## config.mk

```make
export PLATFORM = sky130hd
export DESIGN_NAME = csr_access_controller_flat
export DESIGN_NICKNAME = d
export VERILOG_FILES = /design/src/rtl/csr_access_controller_pkg.sv /design/src/rtl/csr_access_controller_if.sv /design/src/rtl/csr_access_controller_rmw_alu.sv /design/src/rtl/csr_access_controller.sv /design/src/flat_wrapper.sv
export SDC_FILE = /design/constraint.sdc
export NUM_CORES = 1
export LEC_CHECK = 0
export CAP_MARGIN = 20
export CORE_MARGIN = 2
export CORE_UTILIZATION = 40
export CTS_BUF_LIST = sky130_fd_sc_hd__clkbuf_8
export CTS_CLUSTER_SIZE = 10
export DETAILED_ROUTE_END_ITERATION = 8
export GPL_TIMING_DRIVEN = 0
export MAX_ROUTING_LAYER = met4
export PLACE_DENSITY = 0.71
export SLEW_MARGIN = 10
export SYNTH_ARGS = -nofsm -noshare
export SYNTH_HDL_FRONTEND = slang
export SYNTH_SLANG_ARGS = --single-unit
```

## constraint.sdc

```tcl
create_clock -name clk -period 2.2 [get_ports clk]
set_clock_uncertainty 0.05 [all_clocks]
set_input_delay 0.22 -clock clk [delete_from_list [all_inputs] [get_ports clk]]
set_output_delay 0.22 -clock clk [all_outputs]
set_load 0.03 [all_outputs]
```

## src/rtl/csr_access_controller_pkg.sv

```systemverilog
// Shared CSR definitions: func3 encodings, controller FSM states, CSR addresses.
// No logic of its own; helpers are pure combinational functions.
// Imported by the access controller, its RMW ALU and the CSR unit.
package csr_pkg;

  localparam logic [2:0] F3_CSRRW  = 3'b001;
  localparam logic [2:0] F3_CSRRS  = 3'b010;
  localparam logic [2:0] F3_CSRRC  = 3'b011;
  localparam logic [2:0] F3_CSRRWI = 3'b101;
  localparam logic [2:0] F3_CSRRSI = 3'b110;
  localparam logic [2:0] F3_CSRRCI = 3'b111;

  localparam logic [11:0] CSR_MSTATUS  = 12'h300;
  localparam logic [11:0] CSR_MIE      = 12'h304;
  localparam logic [11:0] CSR_MSCRATCH = 12'h340;
  localparam logic [11:0] CSR_CYCLE    = 12'hC00;

  // addr[11:10] == 2'b11 marks a read-only CSR
  localparam logic [1:0] CSR_RO_PREFIX = 2'b11;

  typedef enum logic [2:0] {
    ST_IDLE,
    ST_READ,
    ST_WRITE,
    ST_WAIT_ACK,
    ST_DONE
  } csr_state_e;

  // func3 000 and 100 are not Zicsr encodings
  function automatic logic csr_func3_legal(input logic [2:0] func3);
    return (func3[1:0] != 2'b00);
  endfunction

  // Swap forms always write; set/clear forms only with a non-zero rs1/uimm field
  function automatic logic csr_write_required(input logic [2:0] func3,
                                              input logic [4:0] rs1_field);
    if (func3[1:0] == 2'b01) return 1'b1;
    return (rs1_field != 5'd0);
  endfunction

endpackage

```

## src/rtl/csr_access_controller_if.sv

```systemverilog
// Bundle of pipeline-side and CSR-unit-side signals of the CSR access controller.
// No latency; pure wiring.
// master = controller, slave = pipeline plus CSR unit.
interface csr_access_controller_if #(
  parameter int DATA_WIDTH = 32,
  parameter int ADDR_WIDTH = 12
);
  logic                  start;
  logic                  flush;
  logic [2:0]            func3_in;
  logic [4:0]            rs1_index;
  logic [4:0]            rd_index;
  logic [ADDR_WIDTH-1:0] csr_addr_in;
  logic [DATA_WIDTH-1:0] rs1_value;
  logic                  busy;
  logic                  done;
  logic                  rd_write_enable;
  logic [4:0]            rd_out;
  logic [DATA_WIDTH-1:0] rd_value;
  logic                  illegal_instruction;
  logic                  csr_write_enable;
  logic                  csr_write_done;
  logic [2:0]            csr_func3;
  logic [4:0]            csr_imm;
  logic [ADDR_WIDTH-1:0] csr_addr;
  logic [DATA_WIDTH-1:0] csr_write_data;
  logic [DATA_WIDTH-1:0] csr_read_data;

  modport master (
    input  start, flush, func3_in, rs1_index, rd_index, csr_addr_in, rs1_value,
    input  csr_write_done, csr_read_data,
    output busy, done, rd_write_enable, rd_out, rd_value, illegal_instruction,
    output csr_write_enable, csr_func3, csr_imm, csr_addr, csr_write_data
  );

  modport slave (
    output start, flush, func3_in, rs1_index, rd_index, csr_addr_in, rs1_value,
    output csr_write_done, csr_read_data,
    input  busy, done, rd_write_enable, rd_out, rd_value, illegal_instruction,
    input  csr_write_enable, csr_func3, csr_imm, csr_addr, csr_write_data
  );
endinterface

```

## src/rtl/csr_access_controller_rmw_alu.sv

```systemverilog
// Read-modify-write value for Zicsr swap/set/clear, register or immediate operand.
// Purely combinational, zero latency.
// No handshake; result is consumed in the controller's READ state.
module csr_rmw_alu
  import csr_pkg::*;
#(
  parameter int DATA_WIDTH = 32
) (
  input  logic [2:0]            func3_i,
  input  logic [DATA_WIDTH-1:0] old_i,
  input  logic [DATA_WIDTH-1:0] rs1_value_i,
  input  logic [4:0]            uimm_i,
  output logic [DATA_WIDTH-1:0] new_value_o,
  output logic                  write_required_o,
  output logic                  uses_imm_o
);
  logic [DATA_WIDTH-1:0] operand;

  assign uses_imm_o       = func3_i[2];
  assign write_required_o = csr_write_required(func3_i, uimm_i);
  assign operand          = uses_imm_o ? {{(DATA_WIDTH-5){1'b0}}, uimm_i} : rs1_value_i;

  // func3[1:0] selects swap / set / clear independent of operand source
  always_comb begin
    new_value_o = old_i;
    case (func3_i[1:0])
      2'b01:   new_value_o = operand;
      2'b10:   new_value_o = old_i | operand;
      2'b11:   new_value_o = old_i & ~operand;
      default: new_value_o = old_i;
    endcase
  end
endmodule

```

## src/rtl/csr_access_controller.sv

```systemverilog
// Execute-stage initiator for CSR read-modify-write accesses, one at a time.
// Done 2 cycles after accept without write, 4 with write, 1 when illegal.
// Stalls pipeline via busy; waits indefinitely on csr_write_done.
module csr_access_controller
  import csr_pkg::*;
#(
  parameter int DATA_WIDTH = 32,
  parameter int ADDR_WIDTH = 12
) (
  input  logic                       clk,
  input  logic                       reset,
  csr_access_controller_if.master    bus
);
  csr_state_e            state_q, state_d;
  logic [2:0]            func3_q, func3_d;
  logic [4:0]            rs1_q, rs1_d;
  logic [4:0]            rd_q, rd_d;
  logic [ADDR_WIDTH-1:0] addr_q, addr_d;
  logic [DATA_WIDTH-1:0] rs1_val_q, rs1_val_d;
  logic [DATA_WIDTH-1:0] old_q, old_d;
  logic [DATA_WIDTH-1:0] new_q, new_d;
  logic                  illegal_q, illegal_d;
  logic                  kill_q, kill_d;

  logic [DATA_WIDTH-1:0] alu_new;
  logic                  alu_wr_req;
  logic                  alu_uses_imm;
  logic                  illegal_in;

  csr_rmw_alu #(.DATA_WIDTH(DATA_WIDTH)) u_alu (
    .func3_i          (func3_q),
    .old_i            (bus.csr_read_data),
    .rs1_value_i      (rs1_val_q),
    .uimm_i           (rs1_q),
    .new_value_o      (alu_new),
    .write_required_o (alu_wr_req),
    .uses_imm_o       (alu_uses_imm)
  );

  // Legality is decided from the raw instruction so illegal ops skip straight to DONE
  assign illegal_in = !csr_func3_legal(bus.func3_in) ||
                      (csr_write_required(bus.func3_in, bus.rs1_index) &&
                       (bus.csr_addr_in[ADDR_WIDTH-1 -: 2] == CSR_RO_PREFIX));

  // State and latched-operand registers
  always_ff @(posedge clk) begin
    if (reset) begin
      state_q   <= ST_IDLE;
      func3_q   <= '0;
      rs1_q     <= '0;
      rd_q      <= '0;
      addr_q    <= '0;
      rs1_val_q <= '0;
      old_q     <= '0;
      new_q     <= '0;
      illegal_q <= 1'b0;
      kill_q    <= 1'b0;
    end else begin
      state_q   <= state_d;
      func3_q   <= func3_d;
      rs1_q     <= rs1_d;
      rd_q      <= rd_d;
      addr_q    <= addr_d;
      rs1_val_q <= rs1_val_d;
      old_q     <= old_d;
      new_q     <= new_d;
      illegal_q <= illegal_d;
      kill_q    <= kill_d;
    end
  end

  // Next-state logic; kill records a flush that arrived after the write was committed
  always_comb begin
    state_d   = state_q;
    func3_d   = func3_q;
    rs1_d     = rs1_q;
    rd_d      = rd_q;
    addr_d    = addr_q;
    rs1_val_d = rs1_val_q;
    old_d     = old_q;
    new_d     = new_q;
    illegal_d = illegal_q;
    kill_d    = kill_q;
    case (state_q)
      ST_IDLE: begin
        if (bus.start && !bus.flush) begin
          func3_d   = bus.func3_in;
          rs1_d     = bus.rs1_index;
          rd_d      = bus.rd_index;
          addr_d    = bus.csr_addr_in;
          rs1_val_d = bus.rs1_value;
          old_d     = '0;
          illegal_d = illegal_in;
          kill_d    = 1'b0;
          state_d   = illegal_in ? ST_DONE : ST_READ;
        end
      end
      ST_READ: begin
        if (bus.flush) begin
          state_d = ST_IDLE;
        end else begin
          old_d   = bus.csr_read_data;
          new_d   = alu_new;
          state_d = alu_wr_req ? ST_WRITE : ST_DONE;
        end
      end
      ST_WRITE: begin
        if (bus.flush) kill_d = 1'b1;
        state_d = ST_WAIT_ACK;
      end
      ST_WAIT_ACK: begin
        if (bus.flush) kill_d = 1'b1;
        if (bus.csr_write_done) state_d = ST_DONE;
      end
      ST_DONE: state_d = ST_IDLE;
      default: state_d = ST_IDLE;
    endcase
  end

  assign bus.busy                = (state_q == ST_READ) || (state_q == ST_WRITE) ||
                                   (state_q == ST_WAIT_ACK);
  assign bus.done                = (state_q == ST_DONE);
  assign bus.illegal_instruction = (state_q == ST_DONE) && illegal_q;
  assign bus.rd_write_enable     = (state_q == ST_DONE) && !illegal_q && !kill_q &&
                                   !bus.flush && (rd_q != 5'd0);
  assign bus.rd_out              = rd_q;
  assign bus.rd_value            = old_q;
  assign bus.csr_write_enable    = (state_q == ST_WRITE);
  assign bus.csr_func3           = func3_q;
  assign bus.csr_imm             = rs1_q;
  assign bus.csr_addr            = addr_q;
  assign bus.csr_write_data      = new_q;

  logic unused_ok;
  assign unused_ok = alu_uses_imm;
endmodule

```

## src/flat_wrapper.sv

```systemverilog
// flat-port wrapper written by rule: the top's interface ports become plain ports
module csr_access_controller_flat import csr_pkg::*;
#(
  parameter int DATA_WIDTH = 32,
  parameter int ADDR_WIDTH = 12
)
  (clk, reset, bus_start, bus_flush, bus_func3_in, bus_rs1_index, bus_rd_index, bus_csr_addr_in, bus_rs1_value, bus_csr_write_done, bus_csr_read_data, bus_busy, bus_done, bus_rd_write_enable, bus_rd_out, bus_rd_value, bus_illegal_instruction, bus_csr_write_enable, bus_csr_func3, bus_csr_imm, bus_csr_addr, bus_csr_write_data);
  csr_access_controller_if #(.DATA_WIDTH(DATA_WIDTH), .ADDR_WIDTH(ADDR_WIDTH)) bus_i ();
  input  logic clk;
  input  logic reset;
  input wire logic [$bits(bus_i.start)-1:0] bus_start;
  input wire logic [$bits(bus_i.flush)-1:0] bus_flush;
  input wire logic [$bits(bus_i.func3_in)-1:0] bus_func3_in;
  input wire logic [$bits(bus_i.rs1_index)-1:0] bus_rs1_index;
  input wire logic [$bits(bus_i.rd_index)-1:0] bus_rd_index;
  input wire logic [$bits(bus_i.csr_addr_in)-1:0] bus_csr_addr_in;
  input wire logic [$bits(bus_i.rs1_value)-1:0] bus_rs1_value;
  input wire logic [$bits(bus_i.csr_write_done)-1:0] bus_csr_write_done;
  input wire logic [$bits(bus_i.csr_read_data)-1:0] bus_csr_read_data;
  output wire logic [$bits(bus_i.busy)-1:0] bus_busy;
  output wire logic [$bits(bus_i.done)-1:0] bus_done;
  output wire logic [$bits(bus_i.rd_write_enable)-1:0] bus_rd_write_enable;
  output wire logic [$bits(bus_i.rd_out)-1:0] bus_rd_out;
  output wire logic [$bits(bus_i.rd_value)-1:0] bus_rd_value;
  output wire logic [$bits(bus_i.illegal_instruction)-1:0] bus_illegal_instruction;
  output wire logic [$bits(bus_i.csr_write_enable)-1:0] bus_csr_write_enable;
  output wire logic [$bits(bus_i.csr_func3)-1:0] bus_csr_func3;
  output wire logic [$bits(bus_i.csr_imm)-1:0] bus_csr_imm;
  output wire logic [$bits(bus_i.csr_addr)-1:0] bus_csr_addr;
  output wire logic [$bits(bus_i.csr_write_data)-1:0] bus_csr_write_data;
  assign bus_i.start = bus_start;
  assign bus_i.flush = bus_flush;
  assign bus_i.func3_in = bus_func3_in;
  assign bus_i.rs1_index = bus_rs1_index;
  assign bus_i.rd_index = bus_rd_index;
  assign bus_i.csr_addr_in = bus_csr_addr_in;
  assign bus_i.rs1_value = bus_rs1_value;
  assign bus_i.csr_write_done = bus_csr_write_done;
  assign bus_i.csr_read_data = bus_csr_read_data;
  assign bus_busy = bus_i.busy;
  assign bus_done = bus_i.done;
  assign bus_rd_write_enable = bus_i.rd_write_enable;
  assign bus_rd_out = bus_i.rd_out;
  assign bus_rd_value = bus_i.rd_value;
  assign bus_illegal_instruction = bus_i.illegal_instruction;
  assign bus_csr_write_enable = bus_i.csr_write_enable;
  assign bus_csr_func3 = bus_i.csr_func3;
  assign bus_csr_imm = bus_i.csr_imm;
  assign bus_csr_addr = bus_i.csr_addr;
  assign bus_csr_write_data = bus_i.csr_write_data;
  csr_access_controller #(.DATA_WIDTH(DATA_WIDTH), .ADDR_WIDTH(ADDR_WIDTH)) u_core (.clk(clk), .reset(reset), .bus(bus_i));
endmodule
```

* Word level (Yosys, flattened, before mapping)
Cells that the tools add are included. W data, S select, Z words.
Cells by class: divide/modulo/power cells 0, mux-type cells 20, add/sub/neg operators 0, $lt $le $gt $ge 0, multiply operators 0, equality and inequality tests 13, shift operators 0, reduce and logical (&&, ||, !) cells 27, bitwise logic cells 4
Operators with widths (count):
- $mux W32 | 3
- $pmux W32 S3 | 1
- $pmux W32 S2 | 1
- $and A32 B32 Y32 | 1
- $not A32 Y32 | 1
- $or A32 B32 Y32 | 1
- $mux W3 | 5
- $reduce_bool A5 Y1 | 3
- $pmux W3 S4 | 1
- $mux W1 | 8
- $logic_and A1 B1 Y1 | 7
- $eq A2 B2 Y1 const B | 3
- $eq A3 B2 Y1 const B | 2
- $reduce_and A2 Y1 | 3
- $reduce_and A3 Y1 | 2
- $reduce_bool A2 Y1 | 3
- $eq A2 B1 Y1 const B | 2
- $logic_not A1 Y1 | 4
- $ne A2 B1 Y1 const B | 2
- $ne A2 B2 Y1 const B | 2
- $eq A3 B1 Y1 const B | 1
- $eq A3 B3 Y1 const B | 1
- $logic_not A3 Y1 | 1
- $logic_or A1 B1 Y1 | 3
- 3 further kinds | 3
Word-level totals: input bits 94, bits in latches 0, RAM bits 0, flip-flop bits (word level) 126, memories 0, output and inout port bits 94, logic and storage cells 74, memory bits (read-only) 0

* Logic depth before layout (Yosys ltp)
word-level depth 8, gate-level depth with buffers 8, mapped depth without buffers 4

* By module
From an unflattened synthesis, not the netlist that was laid out.
Unflattened totals: cells, all modules 748, area total of the unflattened synthesis 5830.6 sq um
Modules (own cells, without submodules):
- csr_access_controller | cells an instance 600, area each 4889.7 sq um, sequential area each 2522.4 sq um, instances 1
- csr_rmw_alu | cells an instance 148, area each 940.9 sq um, sequential area each 0.0 sq um, instances 1

* Worst setup path after synthesis
Ideal clock, no wire load.
kind register to register, start point register u_core.rs1_q[4], in the netlist u_core.bus.csr_imm[4], end point register u_core.state_q[2], arrival 1.563 ns, cell stages (with the launch flop) 5, data required time 2.062 ns, buffers on the path 0, clock period less this slack 1.701 ns, slack 0.499 ns, library setup time 0.088 ns, cells stage by stage dfxtp_1 > or4_2 > a211oi_1 > a222oi_1 > nor4_2
On the way: word-level cells in the longest chain between the ends 5
RTL lines:
- start, declared | RTL line csr_access_controller.sv:16 | logic [4:0] rs1_q, rs1_d;
- start signal, assigned | RTL line csr_access_controller.sv:61 | rs1_q <= rs1_d;
- $reduce_bool A5 Y1 | RTL line csr_access_controller_pkg.sv:38 | return (rs1_field != 5'd0);
- $mux W1 | RTL line csr_access_controller_pkg.sv:38
- $mux W3 | RTL line csr_access_controller.sv:104 | state_d = alu_wr_req ? ST_WRITE : ST_DONE;
- $mux W3 | RTL line csr_access_controller.sv:99 | if (bus.flush) begin
- $pmux W3 S4 | RTL line csr_access_controller.sv:84 | case (state_q)
- end signal, assigned | RTL line csr_access_controller.sv:59 | state_q <= state_d;
- end, declared | RTL line csr_access_controller.sv:14 | csr_state_e state_q, state_d;
No other way between the ends. A chain may end at the register's enable or synchronous reset.

* Final worst setup path
start point register u_core.state_q[2], end point register u_core.new_q[13], in the netlist u_core.bus.csr_write_data[13]
On the way: word-level cells in the longest chain between the ends 2
RTL lines:
- $eq A3 B1 Y1 | RTL line csr_access_controller.sv:84
- $reduce_and A2 Y1 (no source line)
- end signal, assigned | RTL line csr_access_controller.sv:66 | new_q <= new_d;
- end, declared | RTL line csr_access_controller.sv:21 | logic [DATA_WIDTH-1:0] new_q, new_d;
No other way between the ends.

==> results.cfg <==
[layout]
drive_gt1_share_pct = 7.85
fin_nets = 961
syn2layout_area_growth_pct = 46.4
utilization_pct = 59.4
final_cell_mix = clkdlybuf4s50_1, nand2_1, dfxtp_1, a21oi_1, nor2_1
antenna_cells = 0
layout_commonest_cell = clkdlybuf4s50_1

[setup_path]
worstPathMaxFanout = 10
worstPathArrival_ns = 2.33
r2r-start = u_core.state_q[2]
r2r-end = u_core.bus.csr_write_data[13]
critical_path_class = flop to flop
critPathRequiredTime_ns = 2.47
critPathLaunchType = flop
r2r_setup_slack_ns = 0.14
end_kind = flop
rr_worst_depth = 6

[timing]
period_needed_ns = 2.06
fin_setup_tns_ns = 0
fmax_mhz = 485
rsz0062_at_grt = false
fin_crit_sh_pct = 93.7
worstMarginPinSlew_ns = 0.637
hold_viol = 0
slew_headroom_pct = 57.5
setup_viol = 0
slew_viol_final = 0

[clock_tree]
cts_buffer_depth = 2
cts_made_buffers = 17
cts-root-buf = clkbuf_8
clkLatencyLatePin_ns = 0.45
htree_levels = 4
postCtsSetupBuffers = 0
cts.sinks = 126
cts_tree = done
cts_hold_buf = 0
ctsResizeCount = 6
clk_pin_slew_worst_paths_ns = 0.07

[placement]
dp_hpwl_mm = 13.0
gp_congestion = 0.856
port_buffers = 186

[min_path]
hold_class = input port to flop
hold_start = reset
holdPathStages = 3
worst_hold_path.endpoint = u_core.bus.csr_write_data[31]

[floorplan]
std_cell_rows = 42
die_h_um = 119
dieWidth_um = 119
dieArea_sq_mm = 0.0142
initial_utilization_pct = 40.5
ios = 188
core_area_sq_mm = 0.0131

[global_routing]
overflow = 0
grt_usage_pct = 25.7
first_global_vias = 5529
antenna_found_initial = 0
grt_max_degree = 17
grt_pass1_wl_mm = 28.0

[synth]
synth_top_area_share_pct = 47.5
synth_compound_area_share_pct = 18.5
synth_area_sq_mm = 0.00531
synthFlopType = dfxtp_1
ys_seq_area_share_pct = 47.5
ys_top_cells_by_area = dfxtp_1, nand2_1, a21oi_1, a221oi_1, nand4_1
syn_nets = 756
synth_top_family_by_area = simple AND/OR/NAND/NOR gates
synth-edff-count = 0
synth-seq-cells = 126
synthDistinctLibCells = 39
synth_mux_area_share_pct = 0.943
yosys_warnings = 0
async_flop_share_pct = 0
synth_adder_area_share_pct = 0
syn_area_per_cell_sq_um = 8.01
synth_cells = 662
yosysTopAreaCell = dfxtp_1
synthSimpleGateAreaFrac_pct = 26.2
synth-xor-area-share_pct = 0.307

[power_and_ir_drop]
leakage_nw = 2.78
power_density_mw_per_mm2 = 665
ir_drop_mv = 0.381
total_power_mw = 5.16

[drt]
wl_met1_mm = 7.75
wl_met2_mm = 8.55
top_layer = met4
wl_met3_mm = 1.14
totalWireLength_mm = 17.9
drc = 0
wl_per_cell_um = 16.9
vias_per_cell = 5.34
drt_iter0_markers = 536
drt-pass1-iter-count = 5
num_vias = 5635
final_antenna_net_count = 0

[flow_run]
cap_violations = 0

[run_status]
outcome = finished, final reports clean
## registers in the layout (all words and copies together) (netlist names)
register                   flops
u_core.bus.csr_write_data     32
u_core.bus.rd_value           32
u_core.rs1_val_q              32
u_core.bus.csr_addr           12
u_core.bus.csr_imm             5
u_core.bus.rd_out              5
u_core.bus.csr_func3           3
u_core.state_q                 3
u_core.illegal_q               1
u_core.kill_q                  1
## worst max-delay path, stage by stage (launching register included)
cell	delay, ns
dfxtp_1	0.31
buf_6	0.14
nor2_1	0.21
nand3b_1	0.42
clkbuf_1	0.38
a221oi_1	0.34
nor3_1	0.09
## where the power goes
| part | leakage (nW) | switching, mW | total (mW) | internal (mW) |
|---|---|---|---|---|
| sequential | 1.02 | 0.0480 | 2.40 | 2.35 |
| combinational | 1.54 | 0.440 | 0.781 | 0.341 |
| clock | 0.215 | 0.881 | 1.98 | 1.10 |
## how the worst max path moves through the flow
stage / startpoint / to / cells past startpoint
after floorplan: u_core.bus.csr_imm[4] / u_core.state_q[2] / 4
after global placement: bus_flush / u_core.bus.csr_write_data[13] / 6
after detailed placement: bus_flush / u_core.bus.csr_write_data[13] / 6
after CTS: u_core.bus.rd_out[0] / bus_rd_write_enable / 3
after global routing: u_core.state_q[2] / u_core.bus.csr_write_data[27] / 6
final: u_core.state_q[2] / u_core.bus.csr_write_data[13] / 6
## per-layer routing
metal / GRT usage [%] / vias up
met3: 6.08 / 35
met1: 31.3 / 2655
met4: 9.38 / 0
met5: - / -
met2: 41.7 / 231
li1: - / 2714
## metrics by stage
stage / std cells / area [sq um] / worst slack, ns / hold WS [ns]
after floorplan: 662 / 5310 / 0.499 / 0.306
after global placement: 1024 / 7390 / -0.126 / 0.389
after detailed placement: 1024 / 7390 / -0.168 / 0.395
after CTS: 1055 / 7770 / 0.0103 / 0.111
after global routing: 1055 / 7770 / 0.00628 / 0.129
final: 1055 / 7770 / 0.139 / 0.123
## synth_stat cells, drive strengths merged (3+ instances only)
| library cell | count |
|---|---|
| a21boi | 5 |
| nor2 | 38 |
| dfxtp | 126 |
| a221oi | 27 |
| buf | 25 |
| nor2b | 28 |
| o221a | 5 |
| nor3 | 35 |
| nand2 | 152 |
| or4 | 3 |
| inv | 7 |
| clkbuf | 36 |
| a21oi | 92 |
| o21ai | 27 |
| mux2i | 5 |
| nand4 | 32 |
## area by class of cell
| class | count | area, sq um |
|---|---|---|
| Fill cell | 1197 | 5320 |
| Sequential cell | 126 | 2520 |
| Multi-Input combinational cell | 468 | 2440 |
| Timing Repair Buffer | 186 | 1860 |
| Buffer | 61 | 317 |
| Clock buffer | 21 | 289 |
| Tap cell | 176 | 220 |
| Clock inverter | 10 | 96.3 |
| Inverter | 7 | 26.3 |
## logic make-up after synthesis
logic type | after synthesis
buffers and inverters | 68
AND/OR/NAND/NOR | 299
flip-flops | 126
multiplexers | 5
XOR/XNOR | 1
AO/OA/AOI/OAI | 163
Note: power is estimated with default switching activity, not from simulation.
